## src/rtl/pano_phy_reset_ctrl.sv

```systemverilog
// rtl/pano_phy_reset_ctrl.sv - Pano button debounce and Marvell PHY reset sequencer
// Toggles a PHY-on request per debounced press and publishes clk_stable around clock-mux switches.
module pano_phy_reset_ctrl #(
  parameter int DEBOUNCE_CYCLES   = 250000,
  parameter int RST_MIN_CYCLES    = 250000,
  parameter int SETTLE_CYCLES     = 125000,
  parameter int LONG_PRESS_CYCLES = 25000000
) (
  input  logic clk,
  input  logic rst_n,
  input  logic button_n,
  output logic gmii_rst_n,
  output logic clk_stable,
  output logic btn_pressed,
  output logic press_pulse,
  output logic long_pulse,
  output logic phy_on
);

  localparam int FSM_MAX = (RST_MIN_CYCLES > SETTLE_CYCLES) ? RST_MIN_CYCLES : SETTLE_CYCLES;
  localparam int DB_W    = $clog2(DEBOUNCE_CYCLES) + 1;
  localparam int FSM_W   = $clog2(FSM_MAX) + 1;
  localparam int HOLD_W  = $clog2(LONG_PRESS_CYCLES) + 1;

  localparam logic [DB_W-1:0]   DB_LAST     = DB_W'(DEBOUNCE_CYCLES - 1);
  localparam logic [FSM_W-1:0]  RST_LAST    = FSM_W'(RST_MIN_CYCLES - 1);
  localparam logic [FSM_W-1:0]  SETTLE_LAST = FSM_W'(SETTLE_CYCLES - 1);
  localparam logic [HOLD_W-1:0] LONG_LAST   = HOLD_W'(LONG_PRESS_CYCLES - 1);
  localparam logic [HOLD_W-1:0] LONG_FULL   = HOLD_W'(LONG_PRESS_CYCLES);

  typedef enum logic [1:0] {HOLD, OFF, UP, RUN} state_t;

  state_t            state_q, state_d;
  logic [FSM_W-1:0]  cnt_q, cnt_d;
  logic [DB_W-1:0]   db_cnt_q, db_cnt_d;
  logic [HOLD_W-1:0] hold_cnt_q, hold_cnt_d;
  logic              sync1_q, sync1_d, sync2_q, sync2_d;
  logic              btn_q, btn_d;
  logic              press_q, press_d;
  logic              long_q, long_d;
  logic              phy_req_q, phy_req_d;
  logic              gmii_q, gmii_d;
  logic              stable_q, stable_d;
  logic              phy_on_q, phy_on_d;
  logic              s;

  always_comb begin
    // Sync flops carry the raw pin, so their idle value 1 means released.
    sync1_d = button_n;
    sync2_d = sync1_q;
    s       = ~sync2_q;

    btn_d     = btn_q;
    db_cnt_d  = '0;
    press_d   = 1'b0;
    phy_req_d = phy_req_q;
    if (s != btn_q) begin
      if (db_cnt_q == DB_LAST) begin
        btn_d   = s;
        press_d = s;
        if (s) phy_req_d = ~phy_req_q;
      end else begin
        db_cnt_d = db_cnt_q + DB_W'(1);
      end
    end

    hold_cnt_d = '0;
    long_d     = 1'b0;
    if (btn_q) begin
      hold_cnt_d = hold_cnt_q;
      if (hold_cnt_q != LONG_FULL) hold_cnt_d = hold_cnt_q + HOLD_W'(1);
      long_d = (hold_cnt_q == LONG_LAST);
    end

    state_d = state_q;
    cnt_d   = cnt_q + FSM_W'(1);
    case (state_q)
      HOLD: if (cnt_q == RST_LAST) state_d = OFF;
      OFF: begin
        cnt_d = '0;
        if (phy_req_q) state_d = UP;
      end
      // A request dropped mid-settle is only honoured once the clock has settled.
      UP:   if (cnt_q == SETTLE_LAST) state_d = phy_req_q ? RUN : HOLD;
      RUN: begin
        cnt_d = '0;
        if (!phy_req_q) state_d = HOLD;
      end
      default: state_d = HOLD;
    endcase
    if (state_d != state_q) cnt_d = '0;

    gmii_d   = (state_d == UP) || (state_d == RUN);
    stable_d = (state_d == OFF) || (state_d == RUN);
    phy_on_d = (state_d == RUN);
  end

  always_ff @(posedge clk or negedge rst_n) begin
    if (!rst_n) begin
      state_q    <= HOLD;
      cnt_q      <= '0;
      db_cnt_q   <= '0;
      hold_cnt_q <= '0;
      sync1_q    <= 1'b1;
      sync2_q    <= 1'b1;
      btn_q      <= 1'b0;
      press_q    <= 1'b0;
      long_q     <= 1'b0;
      phy_req_q  <= 1'b0;
      gmii_q     <= 1'b0;
      stable_q   <= 1'b0;
      phy_on_q   <= 1'b0;
    end else begin
      state_q    <= state_d;
      cnt_q      <= cnt_d;
      db_cnt_q   <= db_cnt_d;
      hold_cnt_q <= hold_cnt_d;
      sync1_q    <= sync1_d;
      sync2_q    <= sync2_d;
      btn_q      <= btn_d;
      press_q    <= press_d;
      long_q     <= long_d;
      phy_req_q  <= phy_req_d;
      gmii_q     <= gmii_d;
      stable_q   <= stable_d;
      phy_on_q   <= phy_on_d;
    end
  end

  assign gmii_rst_n  = gmii_q;
  assign clk_stable  = stable_q;
  assign btn_pressed = btn_q;
  assign press_pulse = press_q;
  assign long_pulse  = long_q;
  assign phy_on      = phy_on_q;

endmodule
```

## config.mk

```make
export PLATFORM = sky130hd
export DESIGN_NAME = pano_phy_reset_ctrl
export DESIGN_NICKNAME = d
export VERILOG_FILES = /design/src/rtl/pano_phy_reset_ctrl.sv
export SDC_FILE = /design/constraint.sdc
export NUM_CORES = 1
export LEC_CHECK = 0
export CORE_MARGIN = 1.5
export CORE_UTILIZATION = 30
export CTS_CLUSTER_SIZE = 16
export DETAILED_ROUTE_END_ITERATION = 12
export MAX_ROUTING_LAYER = met4
export PLACE_DENSITY_LB_ADDON = 0.3
export SYNTH_ARGS = -nofsm -noshare
export SYNTH_HDL_FRONTEND = slang
export SYNTH_SLANG_ARGS = --single-unit
```

## constraint.sdc

```tcl
create_clock -name clk -period 5.6 [get_ports clk]
set_input_delay 1.12 -clock clk [delete_from_list [all_inputs] [get_ports clk]]
set_output_delay 1.12 -clock clk [all_outputs]
set_load 0.05 [all_outputs]
```

### Word level (Yosys, flattened, before mapping)

Index checks and enable logic that the tools add are counted.

* flip-flop bits (word level): 75
* output and inout port bits: 6

* add/sub/neg operators: 3
* equal/unequal tests: 14
* mux-type cells: 15
* bitwise gates (word level): 2
* reductions and logical operators: 6

Operators with widths (count)
* 2-to-1 mux 19 bit: 4
* 2-to-1 mux 26 bit: 2
* adder 19 x 1 -> 19 bit, second input constant: 2
* equality test 19 x 18 -> 1 bit, second input constant: 2
* adder 26 x 1 -> 26 bit, second input constant: 1
* equality test 26 x 25 -> 1 bit, second input constant: 1
* != test 26 x 25 -> 1 bit, second input constant: 1
* equality test 19 x 17 -> 1 bit, second input constant: 1
* 2-to-1 mux 2 bit: 5
* equality test 2 bit, second input constant: 4
* one-hot mux 2 bit (4 select lines): 1
* equality test 2 x 1 -> 1 bit, second input constant: 2
* 2-to-1 mux 1 bit: 3
* AND reduction 3 bit: 1
* zero test 2 bit: 1
* logical OR 1 bit: 2
* != test 2 x 1 -> 1 bit, second input constant: 1
* != test 2 bit: 1
* inverter 1 bit: 2
* AND reduction 2 bit: 1
* OR reduction 2 bit: 1
* != test 1 bit: 1

### Logic depth before layout (Yosys ltp)

Gate-level depths: netlist of run 1.

* word-level depth: 5
* gate-level depth with buffers: 8

### Least setup slack after synthesis of run 1

No wires, ideal clock.

* path kind: register to register
* from: reg btn_q (netlist: btn_pressed)
* to: reg db_cnt_q[10]
* arrival time: 2.033 ns
* required time: 5.529 ns
* slack: 3.496 ns
* stages on the path, launching flop included: 8
* buffers on the path: 3
* period minus slack after synthesis: 2.104 ns
* path through: dfrtp_1 > clkinv_1 > clkbuf_1 > ha_1 > nand2b_2 > buf_6 > buf_8 > nor2_1

* longest elaborated chain between the ends: 2

Ends and longest elaborated chain
* start, declared: RTL line 38 `logic btn_q, btn_d;`
* start signal, assigned: RTL line 120 `btn_q <= btn_d;`
* != test 1 bit: RTL line 57 `if (s != btn_q) begin`
* 2-to-1 mux 19 bit: RTL line 57
* named net db_cnt_d[10]: RTL line 35 `logic [DB_W-1:0] db_cnt_q, db_cnt_d;`
* end signal, assigned: RTL line 116 `db_cnt_q <= db_cnt_d;`
* end, declared: RTL line 35

The timed path passes the listed nets, and every way through them passes these cells.
A chain may end at the register's enable or synchronous reset.

==> impl_metrics.env, run 1 <==
export IMPL_start_util=0.3105
export IMPL_multiInputGateArea_sq_um=1607
export IMPL_final_area_sq_um=4103
export IMPL_die_x_um=112.2
export IMPL_grt_max_degree=75
export IMPL_dp_hpwl_um=4333
export IMPL_die_height_um=112.2
export IMPL_path_delay_family="buffers and inverters"
export IMPL_final_common_cell="nor2_1"
export IMPL_rsz0062_at_grt="no"
export IMPL_synth_warnings=0
export IMPL_postRouteAntennaNets=0
export IMPL_num_fill_cells=1154
export IMPL_cp_cell_sequence="clkdlybuf4s50_1"
export IMPL_drive_gt1_frac=0.06614
export IMPL_grt_pass1_vias=2472
export IMPL_skew_ns=0.01315
export IMPL_peakVddDrop_mv=0.1515
export IMPL_max_stage_delay_ns=0.88
export IMPL_grt_usage=0.1200
export IMPL_cts_tree="done"
export IMPL_synth_distinct_cells=39
export IMPL_hold_slack_ns=0.3556
export IMPL_syn_to_final_growth_pct=14.73
export IMPL_critical_path_class="flip-flop to output port"
export IMPL_io_pins=9
export IMPL_critPathMaxFanout=13
export IMPL_hold_path_class="flip-flop to flip-flop"
export IMPL_routed_wl_um=6570
export IMPL_syn_area_sq_um=3576
export IMPL_fin_ws_ns=2.710
export IMPL_dieArea_sq_um=12580
export IMPL_clkLatencyLatePin_ns=0.34
export IMPL_grt_pass1_wl_um=11740
export IMPL_r2r_start="btn_pressed"
export IMPL_row_count=39
export IMPL_cts_resized=0
export IMPL_hold_viol=0
export IMPL_maxSlewHeadroom=0.3872
export IMPL_finish_utilization=0.3563
export IMPL_synth_seq_area_share=0.5185
export IMPL_cp_start_kind="flip-flop"
export IMPL_synth_top_area_cell="dfrtp_1"
export IMPL_place_congestion=0.7558
export IMPL_pre_cts_ws_ns=3.047
export IMPL_antenna_cells_inserted=0
export IMPL_dpl_cell_area_sq_um=3770
export IMPL_htree_levels=3
export IMPL_io_buffer_count=8
export IMPL_cts_buffers=9
export IMPL_drtIter0Drc=101
export IMPL_slowest_stage="clkdlybuf4s50_1"
export IMPL_ys_flop_type="dfrtp_1"
export IMPL_fmax_ghz=0.3460
export IMPL_cp_required_ns=4.48
export IMPL_ctsHoldBuffers=0
export IMPL_p_leak_nw=1.657
export IMPL_fin_crit_ns=2.890
export IMPL_post_cts_buffers=0
export IMPL_slew_violations=0
export IMPL_cp_end_kind="output port"
export IMPL_yosys_area_top_type_share=0.5038
export IMPL_wl_per_cell_um=12.61
export IMPL_cap_violations=0
export IMPL_worstSetupStartpoint="state_q[0]"
export IMPL_vias=2528
export IMPL_synth_area_leaders="dfrtp_1 (50%), nor2_1 (7.9%), xor2_1 (7.1%)"
export IMPL_clockBufferDepth=2
export IMPL_path_clk_slew_ns=0.06
export IMPL_drcViolationCount=0
export IMPL_antenna_found_initial=0
export IMPL_tightest_slew_ns=0.9192
export IMPL_viasPerCell=4.852
export IMPL_syn_inst=365
export IMPL_ys_ff_latch=74
export IMPL_async_flop_share=1.000
export IMPL_clock_sinks=74
export IMPL_overflow=0
export IMPL_min_from="sync1_q"
export IMPL_setup_tns_ns=0
export IMPL_synth_edf_count=0
export IMPL_final_cell_mix="nor2_1 (75), dfrtp_1 (72), xor2_1 (29)"
export IMPL_core_sq_um=11520
export IMPL_syn_area_per_cell_sq_um=9.797
export IMPL_path_buf_inv=1
export IMPL_outcome="finished clean"
export IMPL_nNetsFinal=381
export IMPL_first_pass_iters=6
export IMPL_fin_crit_sh=0.5162
export IMPL_syn_nets=373
export IMPL_crit_arrival_ns=1.77
export IMPL_setup_viol=0
export IMPL_regArea_sq_um=1854
export IMPL_cts_root_buf="clkbuf_16"
export IMPL_power_density_nw_per_um2=291.8
[through the flow]
stage	power, mW	instances
final	1.197	521
after global routing	1.245	521
after CTS	1.218	521
after detailed placement	0.5685	505
after global placement	0.5682	505
after floorplan	0.5564	365
[power by group]
part	total, mW	switching [mW]	internal (mW)
sequential	0.540	0.00200	0.538
combinational	0.0174	0.0141	0.00334
clock	0.640	0.241	0.399
total	1.20	0.257	0.940
[layout make-up]
| class | count | share of cell area |
|---|---|---|
| timing repair buffer | 8 | 0.01891 |
| sequential | 74 | 0.4520 |
| multi-input combinational | 266 | 0.3916 |
| clock inverter | 7 | 0.02623 |
| clock buffer | 9 | 0.05489 |
| tap | 143 | 0.04361 |
| inverter | 14 | 0.01281 |
[state kept, by name, summed over array words and instances, names as in the netlist, 2 cells and up]
register    cells
cnt_q          19
db_cnt_q       19
hold_cnt_q     26
state_q         2
[metal layers]
| layer | wire length (um) | track usage | vias to the layer above |
|---|---|---|---|
| li1 | - | - | 1261 |
| met1 | 3267 | 0.1568 | 1244 |
| met2 | 3100 | 0.1787 | 17 |
| met3 | 106 | 0.02862 | 6 |
| met4 | 96 | 0.05148 | 0 |
| met5 | 0 | - | - |
[logic make-up after synthesis]
family / after synthesis / share of synthesized area
buf+inv: 25 / 0.03219
fa+ha+maj: 5 / 0.01749
xor+xnor: 55 / 0.1347
mux: 1 / 0.002799
simple gates: 189 / 0.2680
flops: 74 / 0.5185
compound gates: 16 / 0.02624
[worst paths after layout]
kind | depth (start not counted) | slack (ns) | to
setup / recovery | 1 | 2.71 | clk_stable
hold / removal | 0 | 0.36 | sync2_q
setup reg to reg | 4 | 3.34 | db_cnt_q[16]
hold reg to reg | 0 | 0.36 | sync2_q
max in group asynchronous | 1 | 4.08 | db_cnt_q[0]
min in group asynchronous | 1 | 0.92 | hold_cnt_q[23]
[cells in the mapped netlist, types with 2 or more instances]
cell / instances
or3_1: 6
inv_1: 13
dfstp_2: 2
nor2_1: 75
nor4b_1: 2
nor2b_1: 2
o22a_1: 2
nor4_1: 12
nand3b_1: 2
xor2_1: 29
dfrtp_1: 72
a21oi_1: 6
nand4_1: 16
nand3_1: 22
ha_1: 5
and3_1: 5
and4_1: 7
nand2_1: 22
xnor2_1: 26
clkbuf_1: 6
o21ai_0: 6
nand2b_1: 3
nor3_1: 6
buf_2: 2
or4_1: 2
No activity file was read; power rests on OpenSTA's default activity.
==> inputs of run 2 (changes only) <==
==> constraint.sdc (replaced) <==
create_clock -name clk -period 2.6 [get_ports clk]
set_input_delay 0.52 -clock clk [delete_from_list [all_inputs] [get_ports clk]]
set_output_delay 0.52 -clock clk [all_outputs]
set_load 0.05 [all_outputs]
==> run 2 against run 1 <==
Effect of this change:
- hold slack got worse by 0.050 ns
- critical path type unchanged
- cell count increased by 0.19%
- power increased by 97%
- clock skew decreased by 0.0057 ns
- wire length fell by 0.38%
- core utilization fell by 0.37 points
- setup slack got worse by 2.4 ns
- first-iteration DRC count is 52% higher
- clock power increased by 81%
- die area stayed put
- sequential share of layout area rose by 0.47 points
- global-route usage up 0.068 points
==> impl_metrics.env, run 2 (same netlist as run 1, synthesis figures left out) <==
export IMPL_cap_violations=0
export IMPL_syn_to_final_growth_pct=13.54
export IMPL_cts_root_buf="clkbuf_16"
export IMPL_clock_sinks=74
export IMPL_wl_per_cell_um=12.54
export IMPL_io_pins=9
export IMPL_finish_utilization=0.3526
export IMPL_first_pass_iters=6
export IMPL_setup_tns_ns=0
export IMPL_drtIter0Drc=154
export IMPL_hold_viol=0
export IMPL_viasPerCell=4.808
export IMPL_clockBufferDepth=2
export IMPL_routed_wl_um=6545
export IMPL_slew_violations=0
export IMPL_critical_path_class="flip-flop to output port"
export IMPL_num_fill_cells=1162
export IMPL_cts_buffers=9
export IMPL_fin_crit_sh=0.8911
export IMPL_cts_tree="done"
export IMPL_stdcell_count=522
export IMPL_p_total_mw=2.360
export IMPL_start_util=0.3105
export IMPL_htree_levels=3
export IMPL_cp_cell_sequence="clkdlybuf4s50_1"
export IMPL_grt_pass1_wl_um=11850
export IMPL_place_congestion=0.7755
export IMPL_row_count=39
export IMPL_grt_pass1_vias=2497
export IMPL_tightest_slew_ns=0.9272
export IMPL_dp_cells=506
export IMPL_peakVddDrop_mv=0.2518
export IMPL_drive_gt1_frac=0.06596
export IMPL_max_stage_delay_ns=0.88
export IMPL_core_sq_um=11520
export IMPL_nNetsFinal=382
export IMPL_postRouteAntennaNets=0
export IMPL_grt_usage=0.1206
export IMPL_fin_crit_ns=2.317
export IMPL_fmax_ghz=0.4316
export IMPL_final_cell_mix="nor2_1 (75), dfrtp_1 (72), xor2_1 (29)"
export IMPL_p_leak_nw=1.639
export IMPL_power_density_nw_per_um2=581.3
export IMPL_largest_reg_flops=26
export IMPL_final_area_sq_um=4060
export IMPL_drcViolationCount=0
export IMPL_hold_path_class="input pin to asynchronous set/reset pin"
export IMPL_top_regs="hold_cnt_q (26), cnt_q (19), db_cnt_q (19)"
export IMPL_path_clk_slew_ns=0.06
export IMPL_post_cts_buffers=0
export IMPL_ctsHoldBuffers=0
export IMPL_slowest_stage="clkdlybuf4s50_1"
export IMPL_cp_start_kind="flip-flop"
export IMPL_maxSlewHeadroom=0.3819
export IMPL_vias=2510
export IMPL_overflow=0
export IMPL_cp_end_kind="output port"
export IMPL_cts_resized=0
export IMPL_die_x_um=112.2
export IMPL_antenna_cells_inserted=0
export IMPL_dieArea_sq_um=12580
export IMPL_final_common_cell="nor2_1"
export IMPL_io_buffer_count=8
export IMPL_path_buf_inv=1
export IMPL_die_height_um=112.2
export IMPL_antenna_found_initial=0
export IMPL_skew_ns=0.007451
export IMPL_crit_arrival_ns=1.80
export IMPL_grt_max_degree=75
export IMPL_outcome="finished clean"
export IMPL_rsz0062_at_grt="no"
export IMPL_cp_required_ns=2.08
export IMPL_clkLatencyLatePin_ns=0.33
export IMPL_dpl_cell_area_sq_um=3777
export IMPL_setup_viol=0
export IMPL_path_delay_family="buffers and inverters"
export IMPL_dp_hpwl_um=4391
export IMPL_critPathMaxFanout=13
export IMPL_largest_register="hold_cnt_q"
run 2: changes by cell type in the layout (fill, tap and decap cells not counted), sizes merged:
cell	delta
clkinv	+3
clkbuf	+3
bufinv	-2
inv	-4
buf	+1
run 2: final cells by class:
type,instances,area (sq um),share of cell area
flip-flops and latches,74,1854,0.4567
repair buffers,9,85.08,0.02096
inverters,14,52.55,0.01294
clock inverters,4,26.28,0.006472
well taps,143,178.9,0.04407
multi-input cells,266,1607,0.3957
clock buffers,12,256.5,0.06317
run 2: layer usage:
metal,vias to the layer above,track usage,wire length [um]
li1,1263,-,-
met1,1213,0.1567,3230
met2,24,0.1808,3035
met3,10,0.03132,159
met4,0,0.04810,120
met5,-,-,0
run 2: worst paths after layout:
path	from	end	slack, ns	cells past startpoint
worst max register to register	db_cnt_q[0]	db_cnt_q[9]	0.56	6
min in group clk	sync1_q	sync2_q	0.36	0
worst max-delay path	state_q[0]	clk_stable	0.28	1
worst min register to register	sync1_q	sync2_q	0.36	0
max in group asynchronous	rst_n	hold_cnt_q[21]	1.66	1
worst min-delay path	rst_n	hold_cnt_q[25]	0.31	1
run 2: where the power goes:
part	total, mW	switching [mW]	internal [mW]
Combinational	0.0372	0.0300	0.00724
Sequential	1.16	0.00429	1.16
Clock	1.16	0.464	0.696
Total	2.36	0.498	1.86
run 2: metrics by stage:
step,hold WS (ns),setup slack (ns)
after floorplan,0.2244,0.4960
after global placement,0.3489,0.5572
after CTS,0.3623,0.2715
final,0.3051,0.2831
after global routing,0.3684,0.2028
after detailed placement,0.3506,0.5310
